[src/rtl/seq_mult_pkg.sv]
// Shared types and 7-segment codes for the sequential multiplier board top.
package seq_mult_pkg;

  typedef enum logic [1:0] {IDLE, LOAD, RUN, DONE} state_t;

  // Segment vectors are ordered a..g (index 0 = a) and active-low.
  localparam logic [0:6] SEG_MINUS = 7'b1111110;
  localparam logic [0:6] SEG_BLANK = 7'b1111111;

  function automatic logic [0:6] seg_code(input logic [3:0] d);
    case (d)
      4'd0:    seg_code = 7'b0000001;
      4'd1:    seg_code = 7'b1001111;
      4'd2:    seg_code = 7'b0010010;
      4'd3:    seg_code = 7'b0000110;
      4'd4:    seg_code = 7'b1001100;
      4'd5:    seg_code = 7'b0100100;
      4'd6:    seg_code = 7'b0100000;
      4'd7:    seg_code = 7'b0001111;
      4'd8:    seg_code = 7'b0000000;
      4'd9:    seg_code = 7'b0000100;
      default: seg_code = SEG_BLANK;
    endcase
  endfunction

  function automatic logic [7:0] abs8(input logic [7:0] v);
    // -128 maps to 8'h80, which is correct when read as unsigned 128.
    abs8 = v[7] ? 8'(-v) : v;
  endfunction

endpackage

[src/rtl/seq_mult_wrapper_bin2bcd.sv]
// 16-bit binary to 5-digit BCD, combinational double-dabble.
module bin2bcd (
  input  logic [15:0]      bin,
  output logic [4:0][3:0]  bcd
);

  // Shift-and-add-3: correct each digit before every shift so it never exceeds 9.
  always_comb begin
    logic [19:0] sh;
    sh = '0;
    for (int i = 15; i >= 0; i--) begin
      for (int d = 0; d < 5; d++)
        if (sh[d*4 +: 4] >= 4'd5) sh[d*4 +: 4] = sh[d*4 +: 4] + 4'd3;
      sh = {sh[18:0], bin[i]};
    end
    bcd = sh;
  end

endmodule

[src/rtl/seq_mult_wrapper.sv]
// Board top: 8x8 signed shift-add multiplier with scrolling 7-segment readout.
// Optional feature macro: BTN_DEBOUNCE_EN (2-FF sync + counter debounce on buttons).
module seq_mult_wrapper
  import seq_mult_pkg::*;
#(
  parameter int REFRESH_DIV     = 100_000,
  parameter int DEBOUNCE_CYCLES = 1_000_000
) (
  input  logic        clk,
  input  logic        rst,
  input  logic        en,
  input  logic        clr,
  input  logic        BTNC,
  input  logic        BTNL,
  input  logic        BTNR,
  input  logic [7:0]  multiplicand,
  input  logic [7:0]  multiplier,
  output logic [0:6]  seg,
  output logic [3:0]  an,
  output logic [15:0] product
);

  localparam int RW = $clog2(REFRESH_DIV + 1);
  localparam logic [RW-1:0] REFRESH_MAX = RW'(REFRESH_DIV - 1);

  // Button bit order: [2]=BTNL, [1]=BTNR, [0]=BTNC
  logic [2:0] btn_raw, btn_clean, btn_q, btn_edge;
  assign btn_raw = {BTNL, BTNR, BTNC};

`ifdef BTN_DEBOUNCE_EN
  localparam int DB_W = $clog2(DEBOUNCE_CYCLES + 1);
  localparam logic [DB_W-1:0] DB_MAX = DB_W'(DEBOUNCE_CYCLES - 1);
  for (genvar i = 0; i < 3; i++) begin : g_db
    logic [1:0]      sync;
    logic [DB_W-1:0] cnt;
    logic            stable;
    // Synchronise, then accept a new level only after it has held long enough.
    always_ff @(posedge clk or negedge rst) begin
      if (!rst) begin
        sync <= '0; cnt <= '0; stable <= 1'b0;
      end else begin
        sync <= {sync[0], btn_raw[i]};
        if (sync[1] == stable) cnt <= '0;
        else if (cnt == DB_MAX) begin
          stable <= sync[1];
          cnt    <= '0;
        end else cnt <= cnt + 1'b1;
      end
    end
    assign btn_clean[i] = stable;
  end
`else
  assign btn_clean = btn_raw;
`endif

  // Previous button level for rising-edge detection.
  always_ff @(posedge clk or negedge rst) begin
    if (!rst) btn_q <= '0;
    else      btn_q <= btn_clean;
  end
  assign btn_edge = btn_clean & ~btn_q;

  state_t      state;
  logic [15:0] mcand, acc, acc_next;
  logic [7:0]  mplier;
  logic [3:0]  cnt;
  logic        sign;

  assign acc_next = acc + (mplier[0] ? (mcand << cnt) : 16'd0);

  // Multiplier FSM and datapath. The product is written on the eighth RUN
  // step (cnt 7 -> 8) so it is already valid while the FSM sits in DONE.
  always_ff @(posedge clk or negedge rst) begin
    if (!rst) begin
      state <= IDLE; product <= '0; mcand <= '0; mplier <= '0;
      acc <= '0; cnt <= '0; sign <= 1'b0;
    end else if (clr) begin
      state <= IDLE; product <= '0; cnt <= '0;
    end else if (en) begin
      case (state)
        IDLE: if (btn_edge[0]) begin
          mcand  <= {8'h00, abs8(multiplicand)};
          mplier <= abs8(multiplier);
          sign   <= multiplicand[7] ^ multiplier[7];
          acc    <= '0;
          cnt    <= '0;
          state  <= LOAD;
        end
        LOAD: state <= RUN;
        RUN: begin
          acc    <= acc_next;
          mplier <= mplier >> 1;
          cnt    <= cnt + 4'd1;
          if (cnt == 4'd7) begin
            product <= sign ? 16'(-acc_next) : acc_next;
            state   <= DONE;
          end
        end
        DONE:    state <= IDLE;
        default: state <= IDLE;
      endcase
    end
  end

  logic [1:0] scroll;

  // Scroll window position, saturating at 0 and 2; BTNL wins over BTNR.
  always_ff @(posedge clk or negedge rst) begin
    if (!rst)       scroll <= '0;
    else if (clr)   scroll <= '0;
    else if (en) begin
      if (btn_edge[2] && scroll != 2'd2)      scroll <= scroll + 2'd1;
      else if (btn_edge[1] && scroll != 2'd0) scroll <= scroll - 2'd1;
    end
  end

  logic [RW-1:0] refresh_cnt;
  logic [1:0]    slot;

  // Refresh divider: advance the active digit slot every REFRESH_DIV cycles.
  always_ff @(posedge clk or negedge rst) begin
    if (!rst) begin
      refresh_cnt <= '0; slot <= '0;
    end else if (en) begin
      if (refresh_cnt == REFRESH_MAX) begin
        refresh_cnt <= '0;
        slot        <= slot + 2'd1;
      end else refresh_cnt <= refresh_cnt + 1'b1;
    end
  end

  logic [15:0]     mag;
  logic [4:0][3:0] digits;
  logic [2:0]      idx;
  logic [0:6]      seg_next;

  assign mag = product[15] ? 16'(-product) : product;
  assign idx = {1'b0, scroll} + {1'b0, slot};

  bin2bcd u_bcd (.bin(mag), .bcd(digits));

  // Slot 3 is the sign position; slots 0..2 show digits scroll..scroll+2.
  always_comb begin
    seg_next = SEG_BLANK;
    if (slot == 2'd3) seg_next = product[15] ? SEG_MINUS : SEG_BLANK;
    else              seg_next = seg_code(digits[idx]);
  end

  // Registered display drive; disabled block shows nothing.
  always_ff @(posedge clk or negedge rst) begin
    if (!rst) begin
      an <= 4'b1111; seg <= SEG_BLANK;
    end else if (!en) begin
      an <= 4'b1111; seg <= SEG_BLANK;
    end else begin
      an  <= ~(4'b0001 << slot);
      seg <= seg_next;
    end
  end

endmodule

[config.mk]
export PLATFORM = sky130hd
export DESIGN_NAME = seq_mult_wrapper
export DESIGN_NICKNAME = d
export VERILOG_FILES = /design/src/rtl/seq_mult_pkg.sv /design/src/rtl/seq_mult_wrapper_bin2bcd.sv /design/src/rtl/seq_mult_wrapper.sv
export SDC_FILE = /design/constraint.sdc
export NUM_CORES = 1
export LEC_CHECK = 0
export BUFFER_PORTS_ARGS = -buffer_cell sky130_fd_sc_hd__buf_2
export CAP_MARGIN = 20
export CELL_PAD_IN_SITES_DETAIL_PLACEMENT = 0
export CELL_PAD_IN_SITES_GLOBAL_PLACEMENT = 1
export CORE_ASPECT_RATIO = 0.75
export CORE_MARGIN = 4
export CORE_UTILIZATION = 40
export DETAILED_ROUTE_END_ITERATION = 7
export GPL_ROUTABILITY_DRIVEN = 0
export PLACE_DENSITY = 0.74
export RECOVER_POWER = 25
export SLEW_MARGIN = 20
export SYNTH_ARGS = -nofsm -noshare
export SYNTH_HDL_FRONTEND = slang
export SYNTH_SLANG_ARGS = --single-unit
[constraint.sdc]
create_clock -name clk -period 14.8 [get_ports clk]
set_input_delay 0.74 -clock clk [delete_from_list [all_inputs] [get_ports clk]]
set_output_delay 0.74 -clock clk [all_outputs]
set_load 0.01 [all_outputs]
# After elaboration in Yosys (flattened, before gate mapping)
# Memory sizes are Yosys's and may differ from the RTL's.
# Cells that the tools add are included.
# word_totals
regBits	90
mem_bits_ro	112
in_bits	23
output_inout_bits	27
memories	1
# mem_list
name	depth	word_bits	read_ports	rd_ports_with_merged_regs	wr	line_no	source
(no name shown)	16	7	1	0	0	seq_mult_pkg.sv:11	case (d)
# op_classes
add_sub_neg	46
n_lt_le_gt_ge	36
n_eq_ne	10
shifts	2
mux	68
bitwise	5
n_reduce_logical	17
# ops
cell	n
4-bit two-way mux	39
16-bit two-way mux	8
4-bit by 2-bit adder with 4-bit output, second input constant	30
4-bit by 3-bit greater-or-equal comparator with 1-bit output, second input constant	30
16-bit negation	2
16-bit case mux with 2 select lines	1
8-bit two-way mux	3
17-bit by 1-bit adder with 17-bit output, second input constant	1
17-bit equality test, second input constant	1
17-bit two-way mux	1
16-bit adder	1
3-bit by 2-bit adder with 4-bit output, second input constant	4
2-bit two-way mux	8
8-bit negation	2
8-bit case mux with 2 select lines	1
8-bit by 4-bit << shifter with 16-bit output	1
3-bit greater-or-equal comparator, second input constant	5
7-bit two-way mux	2
4-bit binary-select mux with 3-bit select	1
2-bit nonzero test	5
3-bit AND reduction	3
2-bit case mux with 4 select lines	1
4-bit case mux with 2 select lines	1
4-bit AND reduction	2
23 further kinds	31

# Depth between registers and ports, before layout
# Gate-level depths: netlist of the first run.
# An unclocked memory read counts as a cell.
# depth
depth_word	33
mapped_depth	71

# By module
# A second synthesis of the first run with hierarchy kept.
# unflattened
cells_unflattened	1507
hier_area_um2	11773.8
# by_module_without_submodules
mod	n_inst	cells_each	area_per_inst_um2	seq_area_each_um2
seq_mult_wrapper	1	704	6342.3	2265.9
bin2bcd	1	803	5431.5	0.0

# Worst setup path before layout of the first run
# No wires, ideal clock.
# synth_path
path_kind	reg2reg
start	reg product[7]
end	reg seg[6] (netlist bit)
setup_ns	0.093
arrival_time_ns	13.979
required_ns	14.707
setup_slack_ns	0.728
stages_incl_launch_ff	68
synth_period_minus_slack_ns	14.072
path_cell_list	dfrtp_1 buf_6 or4_4 buf_6 or4_1 nor4_1 nor2_1 ha_1 nor2b_1 or4_1 nand2_1 ha_1 nand2b_1 o211ai_2 a21oi_1 nor3_1 o21ai_0 ha_1 [32 not listed] nand2b_1 nand2_1 a21oi_1 and3b_1 xnor2_1 ha_1 nor2b_1 nand2b_1 mux2i_1 nand2_1 o21ai_0 a22o_1 a21oi_1 inv_1 ha_1 or3_1 a211oi_1 nor4_1
# synth_between
elab_chain_len	33
word_cells_on_any_way	112
classes_between	add/sub (36); order compare (35); mux (40); memory (1)
# synth_rtl
element	line_no	source
start, declared	seq_mult_wrapper.sv:20	output logic [15:0] product
start signal, assigned	seq_mult_wrapper.sv:95	product <= sign ? 16'(-acc_next) : acc_next;
16-bit negation	seq_mult_wrapper.sv:137	assign mag = product[15] ? 16'(-product) : product;
16-bit two-way mux *	seq_mult_wrapper.sv:137	
3-bit by 2-bit adder with 4-bit output or 3-bit greater-or-equal comparator (tied branches)	seq_mult_wrapper_bin2bcd.sv:13	if (sh[d*4 +: 4] >= 4'd5) sh[d*4 +: 4] = sh[d*4 +: 4] + 4'd3;
4-bit two-way mux	seq_mult_wrapper_bin2bcd.sv:13	
4-bit by 2-bit adder with 4-bit output or 4-bit by 3-bit greater-or-equal comparator with 1-bit output (tied branches)	seq_mult_wrapper_bin2bcd.sv:13	
4-bit two-way mux	seq_mult_wrapper_bin2bcd.sv:13	
4-bit by 2-bit adder with 4-bit output or 4-bit by 3-bit greater-or-equal comparator with 1-bit output (tied branches)	seq_mult_wrapper_bin2bcd.sv:13	
4-bit two-way mux	seq_mult_wrapper_bin2bcd.sv:13	
[17 not listed]	n/a	
4-bit two-way mux	seq_mult_wrapper_bin2bcd.sv:13	
4-bit by 2-bit adder with 4-bit output (tied with other cells)	seq_mult_wrapper_bin2bcd.sv:13	
4-bit two-way mux or 3-bit two-way mux (tied branches)	seq_mult_wrapper_bin2bcd.sv:13	
4-bit binary-select mux with 3-bit select *	seq_mult_wrapper.sv:146	else seg_next = seg_code(digits[idx]);
4-bit two-way mux (not written as such) *	seq_mult_wrapper.sv:146	
memory 16 x 7 bit *	n/a	
7-bit two-way mux *	seq_mult_wrapper.sv:145	if (slot == 2'd3) seg_next = product[15] ? SEG_MINUS : SEG_BLANK;
7-bit two-way mux *	seq_mult_wrapper.sv:153	end else if (!en) begin
end signal, assigned	seq_mult_wrapper.sv:157	seg <= seg_next;
end, declared	seq_mult_wrapper.sv:18	output logic [0:6] seg,
# Every way passes the cells marked *; elsewhere a longest branch is shown, timed or not. The select of a mux whose other input is x is not followed.
# A chain may end at the register's enable or synchronous reset.

# Final worst setup path of the first run
# layout_path
start	reg product[7]
end	reg seg[3] (netlist bit)
# Same word-level chain as after synthesis.

==> results of run 1 <==
[cell usage after synthesis (20+ instances only)]
master / count
clkbuf_1: 42
nand4_1: 21
o211ai_1: 26
nand2b_1: 32
or3_1: 23
a21oi_1: 92
mux2i_1: 38
dfrtp_1: 79
nor4_1: 25
o31ai_1: 26
a22o_1: 27
ha_1: 75
nand2_1: 120
nor3_1: 57
nand3_1: 35
inv_1: 73
a211oi_1: 23
xor2_1: 20
nor2_1: 110
nor2b_1: 27
xnor2_1: 64
o21ai_0: 77
[worst min path at each step]
stage / end / depth (start not counted) / start
floorplan: acc[0] / 0 / rst
global placement: mplier[1] / 2 / mplier[1]
detailed placement: mplier[6] / 2 / mplier[6]
CTS: mcand[6] / 1 / rst
global route: btn_q[1] / 1 / BTNR
finish: mplier[6] / 2 / mplier[6]
[final cells by class]
cell class	instances	area [um^2]	area share, %
Clock buffer	10	229	1.74
Clock inverter	6	42.5	0.323
Inverter	81	309	2.35
Multi-Input combinational cell	1279	9250	70.3
Sequential cell	90	2270	17.2
Tap cell	392	490	3.73
Timing Repair Buffer	93	567	4.31
[kinds of logic after synthesis]
kind of cell | count (synthesis) | share of synthesized area [%]
and+or+nand+nor | 548 | 24.3
AOI/OAI and AO/OA | 510 | 31.6
buffers and inverters | 147 | 5.28
DFF | 90 | 18.9
xor gates and xnor gates | 84 | 6.14
adders and majority gates | 77 | 8.16
muxes | 60 | 5.62
[per-stage QoR]
stage | std cells | hold WS (ps)
floorplan | 1516 | 444
global placement | 1922 | 467
detailed placement | 1922 | 471
CTS | 1941 | 337
global route | 1951 | 503
finish | 1951 | 481
[sequential cells by signal, indices dropped and copies added, names as in the netlist, 4 cells and up]
signal,count
mplier,8
mcand,8
product,16
cnt,4
an,4
seg,7
acc,16
refresh_cnt,17
[tightest hold or removal path: stages (launching register included)]
cell and delay [ps]:
dfrtp_1 340, nand2_1 40, o21ai_0 60
[layer usage]
layer | wire length, um | share of wire [%] | up-vias | track usage [%]
met5 | 0 | 0 | - | 0
met4 | 305 | 0.94 | 0 | 2.84
met3 | 1610 | 4.9 | 29 | 2.83
met2 | 13700 | 42 | 267 | 29.5
met1 | 16900 | 52 | 5552 | 28.9
li1 | - | - | 5854 | -
[timing repair]
action	4_1_cts	5_1_grt
cloned	0	0
endpoints found under the setup margin	4	7
gates resized for setup	2	36
pin swaps	2	6
endpoints found under the hold margin	0	0
buffers inserted	3	10
==> run metrics, run 1 <==
CTS tree=built; Critical Path Sink=seg[3]; worst setup path start=product[7]; number of enable flip-flop cells after synthesis=0; Distinct cells, synth=118; Worst-Margin Slew=3170 ps; most frequent cells in the layout=nand2_1 (118), nor2_1 (109), a21oi_1 (89), dfrtp_1 (79), o21ai_0 (75); clk_lat worst skew=350 ps; Final Max Tran Viols=93; vias in the first global route=10,754; Final Cell Area=13,200 um^2; r2r setup slk=940 ps; DRC=0; final setup margin=944 ps; cell mode on critical path=ha_1; filler cell count=2,973; R2R Path End=seg[3]; Seq/Total Area, Yosys=18.9%; antenna cell count=0; Max-slew headroom=-111%; core footprint=29,300 um^2; Die Y=158 um; slowest CP cell=or4_4; ys async rst share=100%; Hold Crit Class=register to register; synth top area cells=dfrtp_1 (16%), ha_1 (7.8%), xnor2_1 (4.7%); routed length per instance=16.7 um; WL final=32,500 um; NumNets Final=1,654; 1st-iter DRT viols=924; pin count of the biggest net entering global routing=61; H-tree depth=3; commonest non-fill, non-tap cell in the layout=nand2_1; Post-Synthesis Net Count=1,616; delay-heaviest family, CP=simple AND/OR/NAND/NOR gates; max incr delay on CP=630 ps; clk buf depth=2; hold buffers post-CTS=0; fin crit period=13,860 ps; Die ar.=32,800 um^2; Root Driver=clkbuf_16; failing checks=capacitance limit, slew limit; Buf/Inv on CP=4; Fin Setup TNS=0 ps; Cell Area, Synth=12,000 um^2; period utilization=93.6%; clk sinks=90; ratio of cells with drive above 1 in the final layout=15.7%; dpl ws=-311 ps; Post-DRT Antenna Nets=0; via count=11,702; critical path class=register to register; Critical Path RT=15,070 ps; top cell type's share of synthesized area=16.5%; IO Pins=50; cell taking the most area after synthesis=dfrtp_1; Syn-to-layout area delta=9.77%; Main synth FF type=dfrtp_1; crit-path max FO=12; Initial Util=40.9%; fmax=72.2 MHz; die width=208 um; endpoints failing setup=0; Yosys warnings=0; critical path depth in cells=60; global-route wire length before repair=54,100 um; vias per cell=6.00; Worst R2R Start=product[7]; 1st-pass router iterations=5; Critical Path Start Type=register; CP arrival=14,120 ps; Worst Clk Skew=9.24 ps; Syn Inst Count=1,516; crit end category=register; clock-pin slew on the worst setup and hold paths=70 ps; FF+latch count, synth=90; Total Routing Usage GR=19.1%; row count=54; Final Hold Vio Count=0; Final HPWL DP=24,800 um; initial antenna violation count=0; outcome=finished, violations left; global route overflow=0; Worst R2R Path Depth=60; Max-Cap Viols=2; DP Area=12,600 um^2; Port Buf Inserts=49; CTS Buf Count=9; final core occ=44.9%; Syn Area/Cell=7.91 um^2
Power of run 1 is left out: the tool's default activity adds up to more than one toggle a clock period on the data nets, which glitch-free logic cannot reach.
==> run 2: changes to the inputs <==
--- a/config.mk
+++ b/config.mk
@@ -5,6 +5,7 @@
 export SDC_FILE = /design/constraint.sdc
 export NUM_CORES = 1
 export LEC_CHECK = 0
+export ABC_AREA = 1
 export BUFFER_PORTS_ARGS = -buffer_cell sky130_fd_sc_hd__buf_2
 export CAP_MARGIN = 20
 export CELL_PAD_IN_SITES_DETAIL_PLACEMENT = 0
@@ -14,7 +15,7 @@
 export CORE_UTILIZATION = 40
 export DETAILED_ROUTE_END_ITERATION = 7
 export GPL_ROUTABILITY_DRIVEN = 0
-export PLACE_DENSITY = 0.74
+export PLACE_DENSITY = 0.77
 export RECOVER_POWER = 25
 export SLEW_MARGIN = 20
 export SYNTH_ARGS = -nofsm -noshare
==> run 2 against run 1 <==
Net effect:
- utilization rose by 0.056 points
- die area down 16%
- sequential share of layout area grew 3.6 points
- non-clock buffer count is 41 lower
- via count is 20% lower
- the run still ends with capacitance limit, slew limit left
==> run metrics, run 2 <==
global-route wire length before repair=41,100 um; routed length per instance=12.6 um; 1st-iter DRT viols=521; Worst Hold Slack=485 ps; 1st-pass router iterations=5; metal2 WL=10,200 um; clk_lat worst skew=350 ps; Buf/Inv on CP=15; CTS Buf Count=9; ys async rst share=100%; period utilization=77.3%; RSZ-0062 raised after global routing=no; DP Area=10,600 um^2; number of enable flip-flop cells after synthesis=0; IO Pins=50; Port Buf Inserts=49; Worst-Margin Slew=3520 ps; Yosys warnings=0; die width=190 um; DRC=0; highest metal used=met4; Critical Path Start Type=register; via count=9,361; most frequent cells in the layout=nand2_1 (374), inv_1 (214), nand3_1 (135), nor2_1 (96), dfrtp_1 (79); ratio of cells with drive above 1 in the final layout=15.4%; commonest non-fill, non-tap cell in the layout=nand2_1; cell taking the most area after synthesis=dfrtp_1; number of flip-flops in the largest register=17; core footprint=24,200 um^2; Root Driver=clkbuf_16; r2r setup slk=3370 ps; fmax=87.5 MHz; Final Hold Vio Count=0; most common cell in the synthesized netlist=nand2_1; Final HPWL DP=19,200 um; Initial Util=41.2%; Syn Inst Count=1,500; Die ar.=27,500 um^2; biggest regs=refresh_cnt: 17 flops, acc: 16 flops, product: 16 flops; slowest CP cell=dfrtp_1; top cell type's share of synthesized area=19.8%; final setup margin=3370 ps; antenna cell count=0; vias in the first global route=8,683; NumNets Final=1,643; CP arrival=11,710 ps; Post-Synthesis Net Count=1,600; H-tree depth=3; critical path class=register to register; crit-path max FO=5; Critical Path RT=15,080 ps; max incr delay on CP=400 ps; global route overflow=0; initial antenna violation count=0; Hold Crit Class=register to register; routed wl met3=766 um; most frequent cells after synthesis=nand2_1 (374), inv_1 (214), nand3_1 (135); Syn-to-layout area delta=9.12%; vias per cell=4.98; CTS tree=built; crit end category=register; Distinct cells, synth=62; pin count of the biggest net entering global routing=67; Biggest register=refresh_cnt; metal1 wirelength=12,500 um; Syn Area/Cell=6.65 um^2; Post-DRT Antenna Nets=0; hold buffers post-CTS=0; FF+latch count, synth=90; dpl ws=3460 ps; Total Routing Usage GR=17.6%; delay-heaviest family, CP=simple AND/OR/NAND/NOR gates; Die Y=145 um; clk sinks=90; clk buf depth=2; row count=49; Seq/Total Area, Yosys=22.7%; outcome=finished, violations left; cell mode on critical path=nand2_1; Cell Area, Synth=9970 um^2; clock-pin slew on the worst setup and hold paths=70 ps; Max-Cap Viols=1; WL final=23,700 um; Max-slew headroom=-134%; Final Cell Area=10,900 um^2; failing checks=capacitance limit, slew limit; Resized Gates After CTS=0; Fin Setup TNS=0 ps; synth top area cells=dfrtp_1 (20%), nand2_1 (14%), ha_1 (9.4%); postcts setup bufs=0; endpoints failing setup=0; fin crit period=11,430 ps; Worst Clk Skew=10.5 ps; Final Max Tran Viols=67; Main synth FF type=dfrtp_1
-- run 2: area by class of cell --
cell class	instances	area, um^2
well taps	331	414
clock buffers	10	239
flip-flops and latches	90	2270
fillers	2495	13300
inverters	240	901
repair buffers	52	258
clock inverters	6	88.8
multi-input cells	1150	6710
-- run 2: metrics by stage --
step           std cells  util (%)
3_5_place_dp        1863      43.6
2_1_floorplan       1500         -
4_1_cts             1879      45.0
3_3_place_gp        1863      43.6
6_report            1879      44.9
5_1_grt             1879      44.9
-- run 2: worst register-to-register path, delay by kind of cell, from the launching register on --
kind / cells / cell delay (ps)
xor+xnor: 4 / 860
flops: 1 / 400
fa+ha+maj: 11 / 2180
buf+inv: 15 / 1080
simple gates: 54 / 5870
compound gates: 7 / 960
-- run 2: kinds of logic after synthesis --
group | share of synthesized area [%]
buf+inv | 9.94
mux | 0.100
compound gates | 13.8
xor+xnor | 5.05
simple gates | 38.6
fa+ha+maj | 9.82
flops | 22.7
-- run 2: worst paths after layout --
check,from,to,cells past startpoint
worst max register to register,product[0],seg[3],91
worst max-delay path,product[0],seg[3],91
min in group asynchronous,rst,mcand[0],1
worst min register to register,mplier[5],mplier[5],2
worst min-delay path,mplier[5],mplier[5],2
max in group asynchronous,rst,refresh_cnt[14],2
-- run 2: layer usage --
metal	global-route usage, %	vias up
met5	0	-
met4	3.25	0
met3	2.09	16
met2	27.8	131
met1	26.2	4222
li1	-	4992
Power of run 2 is left out for the same reason.
==> run 3: changes to the inputs <==
==> constraint.sdc (replaced) <==
create_clock -name clk -period 9.4 [get_ports clk]
set_input_delay 0.47 -clock clk [delete_from_list [all_inputs] [get_ports clk]]
set_output_delay 0.47 -clock clk [all_outputs]
set_load 0.01 [all_outputs]
==> run 3 against run 2 <==
Net effect:
- the run ends with capacitance limit, slew limit, setup timing left
- die area did not move
- clock-buffer cell count fell by 1
- final cell count rose by 16%
==> run metrics, run 3 (synthesis results as in run 2) <==
dpl cells=2,022; Initial Util=41.2%; Worst Hold Depth=1; Finished Layout Cells=2,175; Biggest register=refresh_cnt; HP Start=BTNL; die width=190 um; endpoints failing setup=7; final core occ=56.7%; vias per cell=4.94; period utilization=109%; Hold Crit Class=primary input to register; fin crit period=10,200 ps; Worst R2R Start=product[0]; Buf/Inv on CP=23; Max-Cap Viols=2; pin count of the biggest net entering global routing=59; cell mode on critical path=nand2_4; Port Buf Inserts=49; 1st-pass router iterations=5; Total Routing Usage GR=20.9%; Post-DRT Antenna Nets=0; CTS Buf Count=9; area of the multi-input gates=7340 um^2; Sequential cell area=2270 um^2; Final Max Tran Viols=93; commonest non-fill, non-tap cell in the layout=nand2_1; clk buf depth=2; Critical Path RT=9700 ps; slowest CP cell=dfrtp_1; critical path class=register to register; outcome=finished, violations left; initial antenna violation count=0; row count=49; ratio of cells with drive above 1 in the final layout=35.1%; vias in the first global route=10,143; Final Hold Vio Count=0; via count=10,746; fmax=98.0 MHz; Max-slew headroom=-115%; CP arrival=10,500 ps; Critical Path Start Type=register; final setup margin=-805 ps; Final HPWL DP=20,900 um; Worst Clk Skew=13.5 ps; global-route wire length before repair=48,200 um; core footprint=24,200 um^2; Final Cell Area=13,700 um^2; H-tree depth=3; WHS Endpoint=btn_q[2]; Worst R2R Path Depth=93; DRC=0; R2R Path End=seg[5]; Die Y=145 um; Fin Setup TNS=-4920 ps; routed length per instance=13.4 um; crit-path max FO=5; WL final=29,100 um; Die ar.=27,500 um^2; hold buffers post-CTS=0; delay-heaviest family, CP=simple AND/OR/NAND/NOR gates; DP Area=12,000 um^2; Syn-to-layout area delta=37.7%; crit end category=register; failing checks=capacitance limit, slew limit, setup timing; CTS tree=built; Worst-Margin Slew=3220 ps; max incr delay on CP=390 ps; filler cell count=2,262; clock-pin slew on the worst setup and hold paths=80 ps; r2r setup slk=-800 ps; antenna cell count=0; IO Pins=50; clk sinks=90; number of flip-flops in the largest register=17; most frequent cells in the layout=nand2_1 (331), buf_4 (296), inv_1 (198), nand3_1 (115); RSZ-0062 raised after global routing=yes; global route overflow=0; 1st-iter DRT viols=567; NumNets Final=1,939; Root Driver=clkbuf_16; biggest regs=refresh_cnt: 17 flops, acc: 16 flops, product: 16 flops; clk_lat worst skew=360 ps
-- run 3: through the flow --
step / setup WS, ps / hold slack [ps]
floorplan: -396 / 174
global placement: -391 / 445
detailed placement: -733 / 449
CTS: -382 / 61.4
global route: -1500 / 220
finish: -805 / 234
-- run 3: worst max-delay path by stage --
stage / from / end / slack [ps] / cells after the start
finish: product[0] / seg[5] / -800 / 93
global route: product[0] / seg[6] / -1500 / 95
CTS: product[0] / seg[6] / -380 / 96
detailed placement: product[1] / seg[6] / -730 / 94
global placement: product[1] / seg[6] / -390 / 94
floorplan: product[1] / seg[6] / -400 / 96
-- run 3: cell type report --
cell class,count,area share (%)
clock buffers,9,1.64
clock inverters,7,0.556
inverters,240,6.64
multi-input cells,1150,53.5
flip-flops and latches,90,16.5
well taps,331,3.02
repair buffers,348,18.1
-- run 3: routing by layer --
metal / global-route usage (%) / routed length (um) / vias to the layer above
li1: - / - / 5579
met1: 29.8 / 14700 / 4913
met2: 34.3 / 12900 / 212
met3: 2.33 / 983 / 42
met4: 5.06 / 536 / 0
met5: 0 / 0 / -
-- run 3: repair_timing --
item | in CTS | in global routing
endpoints found under the setup margin | 7 | 7
resized for setup | 33 | 68
pin swaps | 48 | 54
buffers inserted | 104 | 35
endpoints found under the hold margin | 0 | 0
Power of run 3 is left out for the same reason.
